**src/rtl/run_check_pkg.sv**
```systemverilog
// Shared types for the CPU run-and-check harness.
//   state_e       : harness FSM states
//   check_entry_t : one check-table record {valid, addr, data}
// Table entry widths come from the CHK_* localparams below; the top-level
// DATA_W/ADDR_W/NUM_CHECKS parameters default to these values.
package run_check_pkg;

   localparam int unsigned CHK_DATA_W     = 32;
   localparam int unsigned CHK_ADDR_W     = 4;
   localparam int unsigned CHK_NUM_CHECKS = 4;
   localparam int unsigned CHK_IDX_W      = (CHK_NUM_CHECKS > 1) ? $clog2(CHK_NUM_CHECKS) : 1;

   typedef enum logic [2:0] {
      StIdle,
      StReset,
      StRun,
      StCheck,
      StDone
   } state_e;

   typedef struct packed {
      logic                  valid;
      logic [CHK_ADDR_W-1:0] addr;
      logic [CHK_DATA_W-1:0] data;
   } check_entry_t;

endpackage

```
**src/rtl/check_table.sv**
```systemverilog
// Check-table storage: NUM_CHECKS entries of check_entry_t.
//   clk, rst       : clock, synchronous active-high clear of every entry
//   we/widx/wentry : synchronous write port
//   ridx/rentry    : combinational read port
module check_table
   import run_check_pkg::*;
#(
   parameter int unsigned NUM_CHECKS = CHK_NUM_CHECKS,
   parameter int unsigned IDX_W      = CHK_IDX_W
) (
   input  logic             clk,
   input  logic             rst,
   input  logic             we,
   input  logic [IDX_W-1:0] widx,
   input  check_entry_t     wentry,
   input  logic [IDX_W-1:0] ridx,
   output check_entry_t     rentry
);

   check_entry_t table_q [NUM_CHECKS];

   always_ff @(posedge clk) begin
      if (rst) begin
         for (int i = 0; i < NUM_CHECKS; i++) begin
            table_q[i] <= '0;
         end
      end else if (we && (int'(widx) < NUM_CHECKS)) begin
         table_q[widx] <= wentry;
      end
   end

   // Out-of-range indices (non power-of-two depth) read as an invalid entry.
   always_comb begin
      rentry = '0;
      if (int'(ridx) < NUM_CHECKS) begin
         rentry = table_q[ridx];
      end
   end

endmodule

```
**config.mk**
```make
export PLATFORM = sky130hd
export DESIGN_NAME = check_table
export DESIGN_NICKNAME = d
export VERILOG_FILES = /design/src/rtl/run_check_pkg.sv /design/src/rtl/check_table.sv
export SDC_FILE = /design/constraint.sdc
export NUM_CORES = 1
export LEC_CHECK = 0
export CAP_MARGIN = 20
export CORE_AREA = 2 2 130 119
export CTS_CLUSTER_SIZE = 10
export DETAILED_ROUTE_END_ITERATION = 6
export DIE_AREA = 0 0 132 121
export MAX_ROUTING_LAYER = met4
export PLACE_DENSITY = 0.69
export RECOVER_POWER = 50
export SETUP_SLACK_MARGIN = 0.02
export SYNTH_ARGS = -nofsm -noshare
export SYNTH_HDL_FRONTEND = slang
export SYNTH_SLANG_ARGS = --single-unit
```
**constraint.sdc**
```tcl
create_clock -name clk -period 4.6 [get_ports clk]
set_clock_uncertainty 0.2 [all_clocks]
set_input_delay 0.46 -clock clk [delete_from_list [all_inputs] [get_ports clk]]
set_output_delay 0.46 -clock clk [all_outputs]
set_load 0.03 [all_outputs]
```
## Word level (Yosys, flattened, before mapping)

Memory sizes are Yosys's and may differ from the RTL's.
Index checks and enable logic that the tools add are counted.

| storage, ports and cells | value |
|---|---|
| output and inout bits | 37 |
| memories | 1 |
| bits in writable memories | 148 |
| register bits | 0 |
| word-level logic and storage cells | 10 |

| cells by class | value |
|---|---|
| muxes and demuxes | 8 |
| reduce and logical (&&, ||, !) cells | 1 |

Memories:

| name | words | bits a word | read ports | clocked after Yosys merged registers in | wr ports | RTL line | RTL |
|---|---|---|---|---|---|---|---|
| table_q | 4 | 37 | 1 | 0 | 4 | check_table.sv:20 | `check_entry_t table_q [NUM_CHECKS];` |

Operators with widths:

| kind | count |
|---|---|
| $mux W37 | 1 |
| $reduce_or A37 Y1 | 1 |
| $mux W1 | 6 |
| $mux W2 | 1 |

## Longest topological paths before layout

| depth | value |
|---|---|
| depth after elaboration | 5 |
| mapped depth | 4 |
| gate-level depth less buffers | 2 |

## Least setup slack after synthesis

Ideal clock, no wire load.

| timing | value |
|---|---|
| path kind | in2reg |
| start point | input widx[0] |
| end point | memory table_q[0][0] (netlist bit), enable pin |
| library setup time | 0.439 ns |
| buffers on the path | 0 |
| slack | 1.603 ns |
| arrival time | 2.358 ns |
| cell stages on the path | 2 |
| path through | nand2b_1 o21bai_1 |

RTL lines:

| what | RTL line | RTL |
|---|---|---|
| start, declared | check_table.sv:14 | `input logic [IDX_W-1:0] widx,` |
| end, declared | check_table.sv:20 |  |

==> metrics <==
Syn-to-layout area delta=25.25%; DRT Wirelength=13020 um; # rows=42; Setup crit start kind=primary input; Final Hold Viols=0; leak pwr=0.002780 uW; DP HPWL=7386 um; Pre-Repair DR Iteration Count=4; Mapped Avg Cell Area=17.63 um^2; Worst slew margin=-0.8202; CP Max Fanout=22; Hold Crit Class=in -> reg; clk root buf=clkbuf_16; Max Cap Viol=5; Most flops, register=table_q; critical path data arrival time=3390 ps; mapped cell area=6452 um^2; routed len/inst=19.70 um; share of cells above drive strength 1=0.1598; Initial Util=0.4433; crit path kind=in -> reg; Critical Path Source=widx[0]; Ports=81; RePlAce Congestion=0.6973; Fill cells=1158; # Post-CTS Setup Buffers=0; htree depth=4; Max VDD drop=0.2649 mV; largest net degree at the start of global routing=38; global route total overflow=0; Final min period=3509 ps; failing checks=max-capacitance violations, max-slew violations; CP max stage delay=1490 ps; Die Width=132 um; fin nets=494; Crit path required time=4480 ps; post-CTS sizing=0; largest registers=table_q: 148 flops; outcome=finished with violations; Cells after Synth=366; chip height=121 um; number of antenna violations at the first check in global routing=0; RSZ-0062 raised after global routing=no; Unique masters post-synth=15; TritonCTS Sinks=148; yosys warns=0; first-pass GRT wire length=20230 um; CTS buffer count=17; Vias=3395; Max Freq=285.0 MHz; FF+latch area=4444 um^2; Vias/cell=5.136; hold_sp=wentry[22]; initial DRC count=335; Global Route Usage Sum=0.1805; Multi-input gate area=1864 um^2; Routed Antenna Nets=0; DRC violations left=0; Worst path slowest cell=o21bai_1; CP Cell Sequence=dlygate4sd3_1, nand2b_1, o21bai_1, buf_4; Clock Tree Buf Depth=2; Post-Syn Nets=410; Largest register FFs=148; port bufs=80; Setup violations, final=0; Worst setup EP type=register; CORE AREA=14560 um^2; Total Neg Setup Slack=0 ps; Pwr Density=444.5 nW/um^2; vias in the first global route=3650; clock slew at reported path FFs=60 ps; #FFs+latches synth=148; Final Cycle Share=0.7629; Hold WS=552.0 ps; die area=15970 um^2; CTS tree=done; Pins Over Slew Limit=163; CTS Hold Bufs=0; Seq/Total Area, Yosys=0.6888; Worst Max-Slew Pin Slew=2725 ps; ant diodes=0
[routing by layer]
layer	wire, um	part of all wire	track usage	up-vias
met1	6046	0.46	0.2396	1728
met3	673	0.052	0.04386	15
li1	-	-	-	1534
met5	0	0	-	-
met4	187	0.014	0.06114	0
met2	6112	0.47	0.2767	118
[per-stage QoR]
| stage | setup slack [ps] | total power (uW) | util | cells | cell area [um^2] |
|---|---|---|---|---|---|
| 6_report | 1091 | 3592 | 0.5552 | 661 | 8082 |
| 5_1_grt | 863.7 | 3696 | 0.5552 | 661 | 8082 |
| 4_1_cts | 1459 | 3617 | 0.5572 | 661 | 8112 |
| 3_5_place_dp | 1459 | 2055 | 0.5113 | 629 | 7442 |
| 3_3_place_gp | 1464 | 2046 | 0.5113 | 629 | 7442 |
| 2_1_floorplan | 1603 | 1869 | - | 366 | 6452 |
[cells by family (layout without fill, tap and decap cells)]
family / count (synthesis) / in the layout / synth area share
AO/OA/AOI/OAI: 4 / 4 / 0.005042
buffers and inverters: 24 / 121 / 0.02404
flip-flops: 148 / 148 / 0.6888
multiplexers: 37 / 37 / 0.1291
AND/OR/NAND/NOR: 153 / 153 / 0.1530
[power by group]
part / internal [uW] / switching, uW
logic: 183 / 215
clock network: 1060 / 511
registers: 1590 / 24.5
[cell usage after synthesis]
library cell	number	area, um^2
and2_1	148	925.9
edfxtp_1	148	4444
mux4_2	37	833.3
buf_2	12	60.06
buf_6	6	67.56
clkbuf_1	3	11.26
a31o_2	2	17.52
and4bb_1	2	25.02
o21bai_1	2	15.01
buf_4	1	7.510
clkbuf_2	1	5.000
inv_1	1	3.750
nand2b_1	1	6.260
nor2b_1	1	6.260
nor4b_4	1	23.77
[layout make-up]
type | instances | share of cell area
well taps | 198 | 0.03065
clock inverters | 12 | 0.02880
repair buffers | 88 | 0.1054
inverters | 1 | 0.0004645
multi-input cells | 194 | 0.2307
flip-flops and latches | 148 | 0.5499
clock buffers | 20 | 0.05403
[cells in the final DEF, fill, tap and decap left out]
master,n
edfxtp_1,148
and2_1,81
clkdlybuf4s50_1,76
and2_0,67
mux4_2,37
clkbuf_16,17
bufinv_16,7
clkbuf_1,6
buf_4,4
clkinv_2,3
and4bb_1,2
clkinv_1,2
buf_2,2
dlygate4sd3_1,2
nor2b_1,1
nand2b_1,1
o21bai_4,1
inv_1,1
a31o_2,1
a31o_1,1
o21bai_1,1
nor4b_4,1
buf_12,1
[final timing paths]
check / end / slack (ps) / depth (start not counted)
worst max-delay path: table_q[2][1] / 1090 / 4
worst min-delay path: table_q[0][22] / 550 / 2
[critical path, delay by kind of cell]
| family | cells | cell delay (ps) |
|---|---|---|
| compound gates | 1 | 1490 |
| buf+inv | 2 | 1190 |
| simple gates | 1 | 230 |
No activity file was read; power rests on OpenSTA's default activity.
